==> config.mk <==
export PLATFORM = sky130hd
export DESIGN_NAME = gray_fifo_side_status
export DESIGN_NICKNAME = d
export VERILOG_FILES = /design/src/rtl/gray_pkg.sv /design/src/rtl/gray_sync_reg.sv /design/src/rtl/gray_fifo_side_status.sv
export SDC_FILE = /design/constraint.sdc
export NUM_CORES = 1
export LEC_CHECK = 0
export CAP_MARGIN = 20
export CORE_MARGIN = 2
export CORE_UTILIZATION = 35
export CTS_CLUSTER_DIAMETER = 200
export CTS_CLUSTER_SIZE = 30
export DETAILED_ROUTE_END_ITERATION = 7
export PLACE_DENSITY = 0.59
export SYNTH_ARGS = -nofsm -noshare
export SYNTH_HDL_FRONTEND = slang
export SYNTH_SLANG_ARGS = --single-unit
==> constraint.sdc <==
create_clock -name Clock -period 2.5 [get_ports Clock]
set_clock_uncertainty 0.1 [all_clocks]
set_input_delay 0.25 -clock Clock [delete_from_list [all_inputs] [get_ports Clock]]
set_output_delay 0.25 -clock Clock [all_outputs]
set_load 0.005 [all_outputs]
==> src/rtl/gray_pkg.sv <==
// Shared helpers for Gray-coded FIFO pointers. The conversion functions work on
// a fixed 32-bit container, so callers zero-extend their input and truncate the result.
package gray_pkg;

  localparam int SIDE_WR = 0;
  localparam int SIDE_RD = 1;
  localparam int GW      = 32;

  function automatic logic [GW-1:0] bin2gray(input logic [GW-1:0] b);
    return b ^ (b >> 1);
  endfunction

  // Leading zeros from zero-extension leave the low bits unaffected.
  function automatic logic [GW-1:0] gray2bin(input logic [GW-1:0] g);
    logic [GW-1:0] b;
    b[GW-1] = g[GW-1];
    for (int i = GW - 2; i >= 0; i--) begin
      b[i] = b[i+1] ^ g[i];
    end
    return b;
  endfunction

endpackage

==> src/rtl/gray_sync_reg.sv <==
// Multi-flop synchroniser for a Gray-coded peer pointer; clears to zero on reset.
module gray_sync_reg #(
  parameter int WIDTH  = 4,
  parameter int STAGES = 2
) (
  input  logic             clk,
  input  logic             rst,
  input  logic [WIDTH-1:0] d,
  output logic [WIDTH-1:0] q
);

  (* async_reg = "true" *) logic [WIDTH-1:0] stage_q [STAGES];
  logic [WIDTH-1:0] stage_d [STAGES];

  always_comb begin
    stage_d[0] = d;
    for (int i = 1; i < STAGES; i++) begin
      stage_d[i] = stage_q[i-1];
    end
  end

  always_ff @(posedge clk or posedge rst) begin
    if (rst) begin
      for (int i = 0; i < STAGES; i++) begin
        stage_q[i] <= '0;
      end
    end else begin
      for (int i = 0; i < STAGES; i++) begin
        stage_q[i] <= stage_d[i];
      end
    end
  end

  assign q = stage_q[STAGES-1];

endmodule

==> src/rtl/gray_fifo_side_status.sv <==
// One clock-domain side of a dual-clock FIFO: local pointer, Gray export,
// synchronised peer pointer and registered, conservative fill level/flags.
module gray_fifo_side_status
  import gray_pkg::*;
#(
  parameter int A_BITS      = 3,
  parameter int SYNC_STAGES = 2,
  parameter int SIDE        = 0,
  parameter int HIGH_LEVEL  = (1 << A_BITS) - 2,
  parameter int LOW_LEVEL   = 2
) (
  input  logic              Clock,
  input  logic              Reset,
  input  logic              Strobe,
  output logic              Accept,
  output logic [A_BITS-1:0] Ptr_Addr,
  output logic [A_BITS:0]   Ptr_Gray,
  input  logic [A_BITS:0]   Remote_Gray,
  output logic [A_BITS:0]   Level,
  output logic              Full,
  output logic              Empty,
  output logic              High,
  output logic              Low
);

  localparam int PW    = A_BITS + 1;
  localparam int DEPTH = 1 << A_BITS;

  if (A_BITS < 2) begin : g_chk_abits
    $error("gray_fifo_side_status: A_BITS must be >= 2");
  end
  if (SYNC_STAGES < 2) begin : g_chk_sync
    $error("gray_fifo_side_status: SYNC_STAGES must be >= 2");
  end
  if (!(LOW_LEVEL < HIGH_LEVEL && HIGH_LEVEL <= DEPTH)) begin : g_chk_levels
    $error("gray_fifo_side_status: need LOW_LEVEL < HIGH_LEVEL <= DEPTH");
  end

  logic [PW-1:0] bin_q, bin_d;
  logic [PW-1:0] gray_q, gray_d;
  logic [PW-1:0] remote_sync;
  logic [PW-1:0] remote_bin_q, remote_bin_d;
  logic [PW-1:0] level_q, level_d;
  logic          full_q, full_d;
  logic          empty_q, empty_d;
  logic          high_q, high_d;
  logic          low_q, low_d;
  logic          blocked;
  logic          accept;

  gray_sync_reg #(
    .WIDTH  (PW),
    .STAGES (SYNC_STAGES)
  ) u_sync (
    .clk (Clock),
    .rst (Reset),
    .d   (Remote_Gray),
    .q   (remote_sync)
  );

  // Level is taken from the post-accept pointer so a local accept shows up in
  // the very next Level update, never a cycle late.
  always_comb begin
    blocked      = (SIDE == SIDE_RD) ? empty_q : full_q;
    accept       = Strobe & ~Reset & ~blocked;
    bin_d        = accept ? bin_q + PW'(1) : bin_q;
    gray_d       = PW'(bin2gray(GW'(bin_d)));
    remote_bin_d = PW'(gray2bin(GW'(remote_sync)));
    level_d      = (SIDE == SIDE_RD) ? (remote_bin_q - bin_d) : (bin_d - remote_bin_q);
    full_d       = (level_d == PW'(DEPTH));
    empty_d      = (level_d == '0);
    high_d       = (level_d >= PW'(HIGH_LEVEL));
    low_d        = (level_d <= PW'(LOW_LEVEL));
  end

  always_ff @(posedge Clock or posedge Reset) begin
    if (Reset) begin
      bin_q        <= '0;
      gray_q       <= '0;
      remote_bin_q <= '0;
      level_q      <= '0;
      full_q       <= 1'b0;
      empty_q      <= 1'b1;
      high_q       <= 1'b0;
      low_q        <= 1'b1;
    end else begin
      bin_q        <= bin_d;
      gray_q       <= gray_d;
      remote_bin_q <= remote_bin_d;
      level_q      <= level_d;
      full_q       <= full_d;
      empty_q      <= empty_d;
      high_q       <= high_d;
      low_q        <= low_d;
    end
  end

  assign Accept   = accept;
  assign Ptr_Addr = bin_q[A_BITS-1:0];
  assign Ptr_Gray = gray_q;
  assign Level    = level_q;
  assign Full     = full_q;
  assign Empty    = empty_q;
  assign High     = high_q;
  assign Low      = low_q;

endmodule

## Word-level counts from Yosys, hierarchy flattened

Index checks and enable logic that the tools add are counted.

- Add/subtract/negate cells: 2
- Magnitude comparators: 2
- Equal/unequal tests: 1
- Multiplexer cells: 1
- Bitwise gates (word level): 8
- Reduce and logical (&&, ||, !) cells: 1

Operators by type and width:

| kind | count |
|---|---|
| $add 4x1->4 const B | 1 |
| $eq 4x4->1 const B | 1 |
| $ge 4x3->1 const B | 1 |
| $le 4x2->1 const B | 1 |
| $logic_not 4->1 | 1 |
| $mux 4 | 1 |
| $sub 4x4->4 | 1 |
| $xor 4x3->4 | 1 |
| $xor 1x1->1 | 3 |
| $and 1x1->1 | 2 |
| $not 1->1 | 2 |

- Register bits: 28
- Input port bits: 7

## Longest topological paths before layout

- Word-level depth: 6
- Gate-level depth with buffers: 8
- Gate-level depth less buffers: 8

## Cells and area by module

A second synthesis with hierarchy kept.

- Cells, all modules: 70
- Area, all modules: 1044.8 um^2

Modules (own cells, without submodules):

| module | instances | cells an instance | area an instance (um^2) | sequential area each (um^2) |
|---|---|---|---|---|
| gray_fifo_side_status | 1 | 57 | 810.8 | 478.0 |
| gray_sync_reg | 1 | 13 | 234.0 | 200.2 |

## Worst setup path after synthesis

Ideal clock, no wire load.

- Kind: reg-to-reg
- Start point: reg full_q (netlist: Full)
- End point: reg high_q (netlist: High)
- Arrival: 2.292 ns
- Required time: 2.282 ns
- Slack: -0.010 ns
- Stages on the path, launching flop included: 9
- Buffers on the path: 0
- Period minus slack after synthesis: 2.510 ns
- Cell sequence: dfrtp_1 > nor3b_4 > nand2_1 > xnor2_1 > ha_1 > a21o_1 > a31oi_1 > xnor3_2 > a21o_1

- Cells in the longest elaborated chain, start to end: 5

Ends and longest elaborated chain:

| what | RTL line | source |
|---|---|---|
| from (decl) | gray_fifo_side_status.sv:44 | `logic full_q, full_d;` |
| from (signal assigned) | gray_fifo_side_status.sv:91 | `full_q <= full_d;` |
| $not 1->1 | gray_fifo_side_status.sv:65 | `accept = Strobe & ~Reset & ~blocked;` |
| $and 1x1->1 | gray_fifo_side_status.sv:65 |  |
| named net Accept | gray_fifo_side_status.sv:15 | `output logic Accept,` |
| $mux 4 | gray_fifo_side_status.sv:66 | `bin_d = accept ? bin_q + PW'(1) : bin_q;` |
| named net bin_d[2] | gray_fifo_side_status.sv:39 | `logic [PW-1:0] bin_q, bin_d;` |
| $sub 4x4->4 | gray_fifo_side_status.sv:69 | `level_d = (SIDE == SIDE_RD) ? (remote_bin_q - bin_d) : (bin_d - remote_bin_q);` |
| named net level_d[3] | gray_fifo_side_status.sv:43 | `logic [PW-1:0] level_q, level_d;` |
| $ge 4x3->1 | gray_fifo_side_status.sv:72 | `high_d = (level_d >= PW'(HIGH_LEVEL));` |
| named net high_d | gray_fifo_side_status.sv:46 | `logic high_q, high_d;` |
| to (signal assigned) | gray_fifo_side_status.sv:93 | `high_q <= high_d;` |
| to (decl) | gray_fifo_side_status.sv:46 |  |

The timed path passes the listed nets, and every way through them passes these cells.

## Final worst setup path

- Start point: reg full_q (netlist: Full)
- End point: reg high_q (netlist: High)

- Cells in the longest elaborated chain, start to end: 5

Ends and longest elaborated chain:

| what | RTL line |
|---|---|
| $not 1->1 | gray_fifo_side_status.sv:65 |
| $and 1x1->1 | gray_fifo_side_status.sv:65 |
| $mux 4 | gray_fifo_side_status.sv:66 |
| named net bin_d[1] | gray_fifo_side_status.sv:39 |
| $sub 4x4->4 | gray_fifo_side_status.sv:69 |
| named net level_d[3] | gray_fifo_side_status.sv:43 |
| $ge 4x3->1 | gray_fifo_side_status.sv:72 |
| named net high_d | gray_fifo_side_status.sv:46 |

The timed path passes the listed nets, and every way through them passes these cells.

==> results.txt <==
----------------------------------------------------
[Power]
  Peak supply drop ... 0.614 mV
  Power per cell area ... 1230 nW/µm²
  Leak ... between 0.6 and 0.7 nW

[Detailed routing]
  Routed vias/inst ... ~4.6
  First drt pass iteration count ... 2
  Routed vias ... 618
  Post-route ant nets ... 0
  Detailed Route Iter0 Violations ... 7
  Routed wire length ... approximately 1600 µm
  Per-cell routed wire length ... 11.7 µm
  DRC viols ... 0

[Clocking]
  Max Buffers Root-to-Sink ... 2
  Root buf cell ... sky130_fd_sc_hd__clkbuf_4
  Num CTS Buffers ... 3
  Clock sink count ... 27
  Clock transition at path regs ... 0.15 ns
  Clock insertion delay at the later pin of the skew report ... 0.32 ns
  CTS hold repair buffers ... 0
  Number of H-tree levels ... 1
  Clock tree from TritonCTS ... built

[Synthesis]
  Count of state elements after synthesis ... 27
  Cell area after synthesis ... between 1000 and 1500 µm²
  Multiplexer area fraction after synthesis ... 0%
  Simple-gate portion of the synthesized area ... 5.69%
  Synth Area in XOR/XNOR ... roughly an eighth
  Share of synthesized area occupied by flip-flops and latches ... between 60% and 70%
  Main combinational cell family by area after synthesis ... XOR/XNOR gates
  Synth cell types ... 19
  Mean instance size in the synthesized netlist ... around 15 µm²
  Post-synthesis cell count ... 66
  Fraction of the mapped netlist area in adder cells ... under 10%
  Post-Syn Nets ... 78
  Compound-cell area share of the yosys netlist ... about 5%
  Synthesis warning total ... 0

[STA]
  Final critical path time including I/O delays and setup ... 2.43 ns
  Setup violations, final ... 0
  Final worst path period share ... 97.4%
  FMAX ... 411 MHz
  Sum of negative setup slack ... 0 ns
  Relative slew margins ... a little over three fifths
  Worst hold slack across all endpoints ... 0.247 ns
  Endpoints failing hold ... 0
  RSZ-0062 raised after global routing ... yes
  Slew at the pin closest to its max-slew limit ... 0.549 ns
  Smallest setup slack after layout ... 0.0659 ns
  Count of final max-slew check failures ... 0

[Placed design]
  Placed Cells incl. Taps ... 128
  Port Buffers ... 22
  Gp weighted congestion ... 0.813
  HPWL after DPL ... 1200 µm
  Worst setup slack before clock tree synthesis ... -0.277 ns

[Die]
  Effective utilization at floorplan ... 36.7%
  Count of standard-cell rows ... 19
  Height of the chip ... 57.8 µm
  Core outline area ... 2760 µm²
  Overall die area ... 3340 µm²
  Top-level port count ... 23
  Die outline width ... 57.8 µm

[Cells and area]
  Area added between synthesis and finish ... 38.8%
  Commonest cells after routing, fill and taps aside ... sky130_fd_sc_hd__dfrtp_1 (25), sky130_fd_sc_hd__clkdlybuf4s50_1 (22), sky130_fd_sc_hd__buf_4 (10)
  Layout fillers ... 253
  Final non-filler cell total ... 134
  Most common cell after layout, fill and taps aside ... sky130_fd_sc_hd__dfrtp_1
  Layout cell share with drive strength beyond 1 ... around a quarter
  Final net count ... 116
  Antenna diode instance count ... 0

[Run]
  Max-cap violations ... 0

[Setup path]
  Setup crit end kind ... flop
  Critical R2R Launch ... Full$_DFF_PP0_
  Type of origin of the critical path ... flop
  Type of the worst setup path ... reg2reg
  Worst Path Max Fanout ... 5
  Number of cells on the worst reg-to-reg path ... 8
  Worst path arrival time ... ~2.6 ns
  R2R Setup Slk ... 0.07 ns
  Reg-to-Reg End ... High$_DFF_PP0_
  Required time of the critical path ... roughly 2.6 ns

[Global routing]
  Overall track demand over capacity in global routing ... between 10% and 20%
  Routing usage on met1 ... 12.4%
  Busiest metal layer after global routing ... met2
  Number of antenna violations at the first check in global routing ... 0
  Vias in the first global route ... ~580
  Overflow left after global routing ... 0
  First-pass GRT wire length ... 2510 µm
  Met2 Use GR ... 16.7%
  GR Util met3 ... 2.01%
  Maximum number of pins on one net before global-route repair ... 16

[Min path]
  Worst min path class ... in2async

[Status]
  Run status ... finished clean

----------------------------------------------------
-- synth_stat cells --
cell type	instances	area share [%]
sky130_fd_sc_hd__a211oi_2	1	1.2
sky130_fd_sc_hd__a21o_1	3	2.2
sky130_fd_sc_hd__a21oi_1	2	0.99
sky130_fd_sc_hd__a31oi_1	1	0.62
sky130_fd_sc_hd__and2b_1	1	0.74
sky130_fd_sc_hd__and4_4	1	1.1
sky130_fd_sc_hd__dfrtp_1	25	62
sky130_fd_sc_hd__dfstp_2	2	5.2
sky130_fd_sc_hd__fa_1	1	2.0
sky130_fd_sc_hd__ha_1	4	4.9
sky130_fd_sc_hd__inv_1	7	2.6
sky130_fd_sc_hd__nand2_1	1	0.37
sky130_fd_sc_hd__nor2_1	1	0.37
sky130_fd_sc_hd__nor2b_1	1	0.62
sky130_fd_sc_hd__nor3b_4	1	1.9
sky130_fd_sc_hd__or3_1	1	0.62
sky130_fd_sc_hd__xnor2_1	5	4.3
sky130_fd_sc_hd__xnor3_2	1	2.3
sky130_fd_sc_hd__xor2_1	7	6.1
-- power by group --
| part | total, W | switching [W] | internal, W |
|---|---|---|---|
| logic | 0.000914 | 0.000354 | 0.000560 |
| clock network | 0.000181 | 0.000121 | 0.0000598 |
| registers | 0.000636 | 0.0000612 | 0.000575 |
-- metal layers --
layer  share of wire [%]  up-vias
met2                  51       18
met3                 6.3        2
met5                   0        -
met1                  42      313
met4                0.83        0
li1                    -      285
-- final cells by class --
cell class	instances	area [µm²]	share of cell area (%)
clock buffer	3	22.5	1.60
clock inverter	1	5.00	0.356
inverter	7	26.3	1.87
multi-input combinational	32	328	23.3
sequential	27	678	48.3
tap	31	38.8	2.76
timing repair buffer	33	307	21.8
-- critical path, stage by stage, from the launching register on --
cell and delay [ns]:
sky130_fd_sc_hd__dfrtp_1 0.43, sky130_fd_sc_hd__nor3b_4 0.26, sky130_fd_sc_hd__and2b_1 0.23, sky130_fd_sc_hd__a21o_1 0.18, sky130_fd_sc_hd__ha_2 0.17, sky130_fd_sc_hd__a21o_1 0.16
sky130_fd_sc_hd__a31oi_1 0.14, sky130_fd_sc_hd__xnor3_2 0.49, sky130_fd_sc_hd__a21o_1 0.17
-- state kept, by name (all words and copies together) (netlist names) --
register / cells
Level: 4
remote_bin_q: 4
Ptr_Gray: 3
Low: 1
u_sync.q: 4
High: 1
Full: 1
u_sync.stage_q: 4
Empty: 1
bin_q: 4
-- cell families after synthesis --
logic type / after synthesis
XOR/XNOR: 13
AO/OA/AOI/OAI: 7
flip-flops: 27
AND/OR/NAND/NOR: 7
buffers and inverters: 7
adder cells (fa/ha/maj): 5
-- how the worst max path moves through the flow --
stage / endpoint / depth (start not counted) / startpoint / slack [ns]
floorplan: High$_DFF_PP0_ / 8 / Full$_DFF_PP0_ / 0.009
global placement: Full$_DFF_PP0_ / 10 / Reset / -0.24
detailed placement: Full$_DFF_PP0_ / 10 / Reset / -0.28
CTS: Full$_DFF_PP0_ / 9 / Full$_DFF_PP0_ / 0.07
global route: High$_DFF_PP0_ / 8 / Full$_DFF_PP0_ / -0.06
finish: High$_DFF_PP0_ / 8 / Full$_DFF_PP0_ / 0.07
-- per-stage QoR --
step	util [%]	cell area [µm²]	power (W)
2_1_floorplan	-	1010	0.00108
3_3_place_gp	48.5	1340	0.00150
3_5_place_dp	48.5	1340	0.00151
4_1_cts	49.5	1370	0.00170
5_1_grt	51.0	1410	0.00186
6_report	51.0	1410	0.00173
-- repair_timing --
item                       CTS  global route
resized for setup            0             5
setup endpoints to repair    0             4
setup buffers                0             2
No activity file was read; power rests on OpenSTA's default activity.
